`src/rtl/abs_frame_accumulator_pkg.sv`:
```
// -----------------------------------------------------------------------------
// abs_frame_pkg
// Shared types and constants for the absolute-value frame accumulator.
//   state_e     : frame FSM state (ACCUM collects samples, HOLD presents a sum)
//   DEFAULT_DW  : magnitude width produced by the upstream abs stage
//   acc_width() : frame-sum width wide enough that FRAME_LEN full-scale
//                 magnitudes can never overflow
// -----------------------------------------------------------------------------
package abs_frame_pkg;

    typedef enum logic {
        ACCUM = 1'b0,
        HOLD  = 1'b1
    } state_e;

    localparam int DEFAULT_DW = 8;

    function automatic int acc_width(input int dw, input int frame_len);
        return dw + $clog2(frame_len);
    endfunction

endpackage

```
`src/rtl/abs_frame_accumulator_if.sv`:
```
// -----------------------------------------------------------------------------
// abs_frame_accumulator_if
// Sample-in / frame-sum-out bundle for abs_frame_accumulator.
//   in_mag, in_valid, in_ready     : magnitude stream from the abs stage
//   frame_clr                      : synchronous abort of the current frame
//   out_sum, out_valid, out_ready  : frame-sum handshake toward level detect
//   out_peak                       : frame peak, only when ABS_FRAME_PEAK_EN
// Modports: master drives samples and consumes sums, slave is the accumulator.
// ACC_W is derived here so the bus and the block always agree on sum width.
// -----------------------------------------------------------------------------
interface abs_frame_accumulator_if #(
    parameter int DW        = abs_frame_pkg::DEFAULT_DW,
    parameter int FRAME_LEN = 16
);
    localparam int ACC_W = abs_frame_pkg::acc_width(DW, FRAME_LEN);

    logic [DW-1:0]    in_mag;
    logic             in_valid;
    logic             in_ready;
    logic             frame_clr;
    logic [ACC_W-1:0] out_sum;
    logic             out_valid;
    logic             out_ready;
`ifdef ABS_FRAME_PEAK_EN
    logic [DW-1:0]    out_peak;

    modport master (
        output in_mag, in_valid, frame_clr, out_ready,
        input  in_ready, out_sum, out_valid, out_peak
    );

    modport slave (
        input  in_mag, in_valid, frame_clr, out_ready,
        output in_ready, out_sum, out_valid, out_peak
    );
`else
    modport master (
        output in_mag, in_valid, frame_clr, out_ready,
        input  in_ready, out_sum, out_valid
    );

    modport slave (
        input  in_mag, in_valid, frame_clr, out_ready,
        output in_ready, out_sum, out_valid
    );
`endif

endinterface

```
`src/rtl/abs_frame_accumulator_ctr.sv`:
```
// -----------------------------------------------------------------------------
// abs_frame_ctr
// Counts accepted samples within a frame and flags the final one.
//   clk   : clock
//   rst_n : synchronous active-low reset
//   inc   : a sample was accepted this cycle
//   clr   : abort the frame, count restarts at zero (wins over inc)
//   last  : the next accepted sample completes the frame (cnt == FRAME_LEN-1)
// -----------------------------------------------------------------------------
module abs_frame_ctr #(
    parameter int FRAME_LEN = 16
) (
    input  logic clk,
    input  logic rst_n,
    input  logic inc,
    input  logic clr,
    output logic last
);
    localparam int CW = $clog2(FRAME_LEN);
    localparam logic [CW-1:0] LAST_VAL = CW'(FRAME_LEN - 1);

    logic [CW-1:0] cnt_q;
    logic [CW-1:0] cnt_d;

    assign last = (cnt_q == LAST_VAL);

    always_comb begin
        cnt_d = cnt_q;
        if (clr) begin
            cnt_d = '0;
        end else if (inc) begin
            // Explicit wrap: FRAME_LEN need not be a power of two.
            cnt_d = last ? '0 : cnt_q + CW'(1);
        end
    end

    always_ff @(posedge clk) begin
        if (!rst_n) begin
            cnt_q <= '0;
        end else begin
            cnt_q <= cnt_d;
        end
    end

endmodule

```
`src/rtl/abs_frame_accumulator.sv`:
```
// -----------------------------------------------------------------------------
// abs_frame_accumulator
// Sums FRAME_LEN unsigned magnitudes from the abs stage and holds the frame
// sum on a valid/ready output until the consumer takes it.
//   clk   : clock, all state changes on the rising edge
//   rst_n : synchronous active-low reset
//   bus   : abs_frame_accumulator_if.slave (samples in, frame sum out)
// Optional: define ABS_FRAME_PEAK_EN to also report the frame maximum on
// bus.out_peak, registered alongside out_sum.
// Timing: last sample accepted at edge k -> out_valid after edge k; in_ready
// returns the edge after the output handshake, leaving one bubble cycle.
// -----------------------------------------------------------------------------
module abs_frame_accumulator
    import abs_frame_pkg::*;
#(
    parameter int DW        = DEFAULT_DW,
    parameter int FRAME_LEN = 16
) (
    input  logic                   clk,
    input  logic                   rst_n,
    abs_frame_accumulator_if.slave bus
);
    localparam int ACC_W = acc_width(DW, FRAME_LEN);

    state_e           state_q,     state_d;
    logic [ACC_W-1:0] acc_q,       acc_d;
    logic [ACC_W-1:0] out_sum_q,   out_sum_d;
    logic             out_valid_q, out_valid_d;
    logic             in_ready_q,  in_ready_d;
`ifdef ABS_FRAME_PEAK_EN
    logic [DW-1:0]    peak_run_q,  peak_run_d;
    logic [DW-1:0]    out_peak_q,  out_peak_d;
`endif

    logic             accept;
    logic             last;
    logic [ACC_W-1:0] mag_ext;

    // in_ready_q is only ever high in ACCUM, so accept implies ACCUM.
    assign accept  = bus.in_valid & in_ready_q;
    assign mag_ext = ACC_W'(bus.in_mag);

    abs_frame_ctr #(
        .FRAME_LEN (FRAME_LEN)
    ) u_ctr (
        .clk   (clk),
        .rst_n (rst_n),
        .inc   (accept & ~bus.frame_clr),
        .clr   (bus.frame_clr),
        .last  (last)
    );

    always_comb begin
        state_d     = state_q;
        acc_d       = acc_q;
        out_sum_d   = out_sum_q;
        out_valid_d = out_valid_q;
        in_ready_d  = in_ready_q;
`ifdef ABS_FRAME_PEAK_EN
        peak_run_d  = peak_run_q;
        out_peak_d  = out_peak_q;
`endif
        if (bus.frame_clr) begin
            // Abort beats accept and out_ready; a sample offered this cycle
            // is swallowed. out_sum keeps its last completed value.
            state_d     = ACCUM;
            acc_d       = '0;
            out_valid_d = 1'b0;
            in_ready_d  = 1'b1;
`ifdef ABS_FRAME_PEAK_EN
            peak_run_d  = '0;
`endif
        end else begin
            case (state_q)
                ACCUM: begin
                    if (accept) begin
                        if (last) begin
                            out_sum_d   = acc_q + mag_ext;
                            acc_d       = '0;
                            state_d     = HOLD;
                            out_valid_d = 1'b1;
                            in_ready_d  = 1'b0;
`ifdef ABS_FRAME_PEAK_EN
                            out_peak_d  = (bus.in_mag > peak_run_q) ? bus.in_mag : peak_run_q;
                            peak_run_d  = '0;
`endif
                        end else begin
                            acc_d = acc_q + mag_ext;
`ifdef ABS_FRAME_PEAK_EN
                            // Strict compare: equal values leave the peak alone.
                            if (bus.in_mag > peak_run_q) begin
                                peak_run_d = bus.in_mag;
                            end
`endif
                        end
                    end
                end
                HOLD: begin
                    if (bus.out_ready) begin
                        state_d     = ACCUM;
                        out_valid_d = 1'b0;
                        in_ready_d  = 1'b1;
                    end
                end
                default: begin
                    state_d     = ACCUM;
                    out_valid_d = 1'b0;
                    in_ready_d  = 1'b1;
                end
            endcase
        end
    end

    always_ff @(posedge clk) begin
        if (!rst_n) begin
            state_q     <= ACCUM;
            acc_q       <= '0;
            out_sum_q   <= '0;
            out_valid_q <= 1'b0;
            in_ready_q  <= 1'b1;
`ifdef ABS_FRAME_PEAK_EN
            peak_run_q  <= '0;
            out_peak_q  <= '0;
`endif
        end else begin
            state_q     <= state_d;
            acc_q       <= acc_d;
            out_sum_q   <= out_sum_d;
            out_valid_q <= out_valid_d;
            in_ready_q  <= in_ready_d;
`ifdef ABS_FRAME_PEAK_EN
            peak_run_q  <= peak_run_d;
            out_peak_q  <= out_peak_d;
`endif
        end
    end

    assign bus.out_sum   = out_sum_q;
    assign bus.out_valid = out_valid_q;
    assign bus.in_ready  = in_ready_q;
`ifdef ABS_FRAME_PEAK_EN
    assign bus.out_peak  = out_peak_q;
`endif

endmodule

```
`src/flat_wrapper.sv`:
```
// flat-port wrapper written by rule: the top's interface ports become plain ports
module abs_frame_accumulator_flat import abs_frame_pkg::*;
#(
    parameter int DW        = DEFAULT_DW,
    parameter int FRAME_LEN = 16
)
  (clk, rst_n, bus_in_mag, bus_in_valid, bus_frame_clr, bus_out_ready, bus_in_ready, bus_out_sum, bus_out_valid);
  abs_frame_accumulator_if #(.DW(DW), .FRAME_LEN(FRAME_LEN)) bus_i ();
  input  logic clk;
  input  logic rst_n;
  input wire logic [$bits(bus_i.in_mag)-1:0] bus_in_mag;
  input wire logic [$bits(bus_i.in_valid)-1:0] bus_in_valid;
  input wire logic [$bits(bus_i.frame_clr)-1:0] bus_frame_clr;
  input wire logic [$bits(bus_i.out_ready)-1:0] bus_out_ready;
  output wire logic [$bits(bus_i.in_ready)-1:0] bus_in_ready;
  output wire logic [$bits(bus_i.out_sum)-1:0] bus_out_sum;
  output wire logic [$bits(bus_i.out_valid)-1:0] bus_out_valid;
  assign bus_i.in_mag = bus_in_mag;
  assign bus_i.in_valid = bus_in_valid;
  assign bus_i.frame_clr = bus_frame_clr;
  assign bus_i.out_ready = bus_out_ready;
  assign bus_in_ready = bus_i.in_ready;
  assign bus_out_sum = bus_i.out_sum;
  assign bus_out_valid = bus_i.out_valid;
  abs_frame_accumulator #(.DW(DW), .FRAME_LEN(FRAME_LEN)) u_core (.clk(clk), .rst_n(rst_n), .bus(bus_i));
endmodule
```
`config.mk`:
```
export PLATFORM = sky130hd
export DESIGN_NAME = abs_frame_accumulator_flat
export DESIGN_NICKNAME = d
export VERILOG_FILES = /design/src/rtl/abs_frame_accumulator_pkg.sv /design/src/rtl/abs_frame_accumulator_if.sv /design/src/rtl/abs_frame_accumulator_ctr.sv /design/src/rtl/abs_frame_accumulator.sv /design/src/flat_wrapper.sv
export SDC_FILE = /design/constraint.sdc
export NUM_CORES = 1
export LEC_CHECK = 0
export CAP_MARGIN = 20
export CELL_PAD_IN_SITES_DETAIL_PLACEMENT = 1
export CELL_PAD_IN_SITES_GLOBAL_PLACEMENT = 1
export CORE_AREA = 3 3 53 80
export DETAILED_ROUTE_END_ITERATION = 12
export DIE_AREA = 0 0 56 83
export DONT_BUFFER_PORTS = 1
export PLACE_DENSITY = 0.78
export SLEW_MARGIN = 10
export SYNTH_ARGS = -nofsm -noshare
export SYNTH_HDL_FRONTEND = slang
export SYNTH_SLANG_ARGS = --single-unit
```
`constraint.sdc`:
```
create_clock -name clk -period 3.4 [get_ports clk]
set_input_delay 0.51 -clock clk [delete_from_list [all_inputs] [get_ports clk]]
set_output_delay 0.51 -clock clk [all_outputs]
set_load 0.05 [all_outputs]
```
### Yosys cells after proc, flatten, opt, wreduce, memory -nomap -nowiden

Index checks and enable logic that the tools add are counted.

* add/subtract/negate cells: 2
* equal/unequal tests: 4
* multiplexer cells: 14
* bitwise gates (word level): 5
* reductions and logical operators: 4

Operator list (number)
* $add A12 B8 Y12: 1
* $mux W12: 1
* $mux W1: 9
* $pmux W1 S2: 3
* $add A4 B1 Y4 const B: 1
* $eq A4 B4 Y1 const B: 1
* $mux W4: 1
* $ne A2 B2 Y1 const B: 2
* $reduce_and A4 Y1: 1
* $not A1 Y1: 3
* $reduce_and A3 Y1: 1
* $and A1 B1 Y1: 2
* $ne A2 B1 Y1 const B: 1
* $reduce_and A2 Y1: 1
* $reduce_or A2 Y1: 1

* register bits after elaboration: 31
* bits of input ports: 13
* output and inout bits: 14
* word-level logic and storage cells: 35

### Longest topological paths before layout

* depth in word-level cells: 4
* depth in mapped cells: 7
* depth with buffers taken out: 7

### By module

Synthesis repeated with hierarchy kept, for this count alone.

* cell total of the unflattened synthesis: 196
* area, all modules: 1715.4 µm²

Modules (own cells, without submodules)
* abs_frame_accumulator: times used 1, cells an instance 178, area each 1527.7 µm², sequential area each 540.5 µm²
* abs_frame_ctr: times used 1, cells an instance 18, area each 187.7 µm², sequential area each 80.1 µm²

### Worst setup path after synthesis

Ideal clock, no wire load.

* path type: input -> register
* from: input port bus_in_mag[0]
* to: register u_core.out_sum_q[10] (netlist: u_core.bus.out_sum[10])
* setup time: 0.121 ns
* arrival: 2.006 ns
* data required time: 3.279 ns
* setup slack: 1.272 ns
* stages: 7
* path buffers: 0
* path through: ha_1 -> fa_1 -> a211oi_1 -> o21ai_0 -> o2111ai_1 -> xnor2_1 -> a21oi_1

* word-level cells in the longest chain between the ends: 1

RTL lines
* start, declared: line flat_wrapper.sv:11 `input wire logic [$bits(bus_i.in_mag)-1:0] bus_in_mag;`
* $add A12 B8 Y12: line abs_frame_accumulator.sv:78 `out_sum_d = acc_q + mag_ext;`
* end signal, assigned: line abs_frame_accumulator.sv:128 `out_sum_q <= out_sum_d;`
* end, declared: line abs_frame_accumulator.sv:27 `logic [ACC_W-1:0] out_sum_q, out_sum_d;`

No other way between the ends.
A chain may end at the register's enable or synchronous reset.

### Worst setup path after layout

* from: register u_core.in_ready_q (netlist: u_core.bus.in_ready)
* to: register u_core.acc_q[9]

* word-level cells in the longest chain between the ends: 2

RTL lines
* start, declared: line abs_frame_accumulator.sv:29 `logic in_ready_q, in_ready_d;`
* start signal, assigned: line abs_frame_accumulator.sv:130 `in_ready_q <= in_ready_d;`
* $and A1 B1 Y1: line abs_frame_accumulator.sv:40 `assign accept = bus.in_valid & in_ready_q;`
* $reduce_and A2 Y1 (no line)
* end signal, assigned: line abs_frame_accumulator.sv:117 `acc_q <= '0;`
* end signal, assigned: line abs_frame_accumulator.sv:127 `acc_q <= acc_d;`
* end, declared: line abs_frame_accumulator.sv:26 `logic [ACC_W-1:0] acc_q, acc_d;`

No other way between the ends.

==> metrics.md <==
| Metric | Value |
|---|---|
| Port bufs | 0 |
| Setup TNS | 0 ns |
| Cells after synthesis | 183 |
| IO Pins | 27 |
| Initial Util | 44.0% |
| Arrival time worst endpoint | 2.41 ns |
| Initial antenna violation count | 0 |
| Worst-path fanout max | 12 |
| Routability congestion estimate | 0.842 |
| Area of the die | 4650 um2 |
| Switch share | about 25% |
| Sequential power share | 50.3% |
| Clock Path Buffers | 2 |
| Pre-CTS WS | 1.03 ns |
| DR iter-0 viols | 27 |
| Critical path class | reg -> reg |
| First-pass GRT wire length | 7300 um |
| Die outline width | 56 um |
| Clk Latency, worst-skew pair | around 0.28 ns |
| CP startpoint kind | flip-flop |
| Max frequency | about 460 MHz |
| Yosys warning count | 0 |
| Total routed wirelength | 4150 um |
| Non-Filler Instances | 227 |
| Min cycle time layout | between 2 and 2.5 ns |
| RSZ-0062 raised after global routing | no |
| Syn_area_per_cell | 8.77 um2 |
| Design Power | 0.740 mW |
| Critical Path RT | 3.62 ns |
| Clock power share | 39.7% |
| Leakage power | 0.643 nW |
| Final max-slew violation count | 0 |
| Distinct cell type count after synthesis | between 40 and 50 |
| Std-Cell Rows | 27 |
| Setup slack after layout | 1.21 ns |
| EDFF count, synth | 0 |
| Type of destination of the critical path | flip-flop |
| Largest net degree at the start of global routing | 15 |
| Clock root buffer | clkbuf_8 |
| Core area | between 3000 and 4000 um2 |
| Placed insts | between 200 and 250 |
| Hold depth | 1 |
| CTS resizes | 0 |
| Post-DP HPWL | 3160 um |
| CTS tree | built |
| CTS H-Tree Depth | 2 |
| VDD IR-drop max | roughly 0.00029 V |
| Logic pwr share | 10.1% |
| Net Count, Synth | slightly above 200 |
| Async S/R FF share, synth | 0% |
| CTS Hold Bufs | 0 |
| Post-Syn Area | ~1600 um2 |
| Transition time of the tightest slew-check pin | 0.841 ns |
| Status | complete, no violations |
| Post-route ant nets | 0 |
| Sw power | 0.185 mW |
| Fillcell total | ~450 |
| Sequential-to-total area share from yosys stat | 38.7% |
| DIE HEIGHT | 83 um |
| DRC | 0 |
| Area growth, synth to finish | 7.64% |
| Detailed Routing Iterations Pass 1 | 3 |
| DR WL/cell | approximately 18 um |
| Worst Hold Class | in -> reg |
| Hold_ws | 0.368 ns |
| Most used DFF post-synth | dfxtp_1 |
| GRT Overall Usage | 19.7% |
| Clock-pin slew on the worst setup and hold paths | approximately 0.06 ns |
| CTS buffer count | 5 |
| Final Net Count | 207 |
| CTS Sinks | 31 |
| Total grt overflow | 0 |
| Worst Reg-to-Reg Cells | 6 |
| Worst clock skew | 0.00817 ns |
| Relative slew slack | between 40 and 50% |
| Final core occ | 47.4% |
| Ant diodes | 0 |
| Tcrit/Tclk final | between 60% and 70% |
| Power Dens Cells | 428 nW/um2 |
| P_int | 0.555 mW |
| Fin area | 1730 um2 |
| Postcts setup bufs | 0 |
| Routed vias/inst | 6.07 |
| Final Hold Viols | 0 |
| Vias in the first global route | 1,572 |
| Max Cap Viol | 0 |
| Via count | 1,379 |
| Count of final setup violators | 0 |
| Register bit total from synthesis | 31 |
| Layout cell share with drive strength beyond 1 | about 8.2% |
| Placed Area | 1640 um2 |
==> area by class of cell <==
class	count	area, um2	area share, %
Clock buffer	6	82.6	4.78
Clock inverter	1	5.00	0.290
Inverter	4	15.0	0.869
Multi-Input combinational cell	140	936	54.2
Sequential cell	31	621	35.9
Tap cell	43	53.8	3.11
Timing Repair Buffer	2	15.0	0.869
==> sequential cells by signal (all words and copies together), names as in the netlist <==
name and cells:
u_core.acc_q 12, u_core.bus.out_sum 12, u_core.u_ctr.cnt_q 4, u_core.bus.in_ready 1
u_core.bus.out_valid 1, u_core.state_q 1
==> metal layers <==
layer  vias to the layer above  global-route usage [%]  share of wire (%)
met2                        28                    36.1                 56
met3                         7                    4.98                4.8
li1                        668                       -                  -
met4                         0                    8.21                1.7
met5                         -                       0                  0
met1                       676                    20.8                 37
==> worst paths after layout <==
kind	startpoint	end	slack, ns
max	u_core.bus.in_ready	u_core.acc_q[9]	1.21
min	rst_n	u_core.bus.out_sum[9]	0.37
max reg2reg	u_core.bus.in_ready	u_core.acc_q[9]	1.21
min reg2reg	u_core.acc_q[2]	u_core.acc_q[2]	0.46
==> placed cells by master (no fill, tap or decap), types with 4 or more instances in the layout <==
master and n:
a21o_1 4, a21oi_1 19, clkbuf_8 6, dfxtp_1 31, ha_1 9, inv_1 4, nand2_1 19, nand3_1 8
nor2_1 11, nor3_1 4, o211ai_1 5, o21ai_0 11, or3_1 7, xor2_1 6
==> cell usage after synthesis (all sizes together), types with 2 or more instances <==
master  number  share of area [%]
nand2       19                4.4
a21o         5                2.4
nor2        11                2.6
a211oi       3                1.4
nor3         4                1.2
buf          3               0.94
clkbuf       5                1.2
a22oi        2               0.94
a31o         2                1.1
nand3        8                2.5
xor2         6                3.3
nand2b       3                1.2
nand4        2               0.78
ha           9                7.0
or3          7                2.7
a22o         2                1.1
nand3b       2               0.94
a21oi       19                5.9
o211ai       6                3.1
xnor2        2                1.1
dfxtp       31                 39
o21ai       12                4.4
inv          4               0.94
==> cells by family after synthesis <==
| group | after synthesis | synth area share (%) |
|---|---|---|
| AO/OA/AOI/OAI | 60 | 26.3 |
| AND/OR/NAND/NOR | 61 | 18.8 |
| adder cells (fa/ha/maj) | 10 | 8.26 |
| buffers and inverters | 12 | 3.04 |
| XOR/XNOR | 8 | 4.36 |
| multiplexers | 1 | 0.624 |
| flip-flops | 31 | 38.7 |
==> critical path, cell delays in order, from the launching register on <==
cell,delay (ns)
dfxtp_1,0.31
buf_4,0.22
nand3b_1,0.32
nor3_1,0.79
nand3b_1,0.14
o21ai_0,0.21
a31o_2,0.13
==> power by group through the flow <==
stage | sequential, mW | clock (mW) | combinational, mW
2_1_floorplan | 0.379 | 0 | 0.0623
3_3_place_gp | 0.380 | 0 | 0.0718
3_5_place_dp | 0.380 | 0 | 0.0743
4_1_cts | 0.372 | 0.302 | 0.0753
5_1_grt | 0.372 | 0.319 | 0.0850
6_report | 0.372 | 0.293 | 0.0744
No activity file was read; power rests on OpenSTA's default activity.
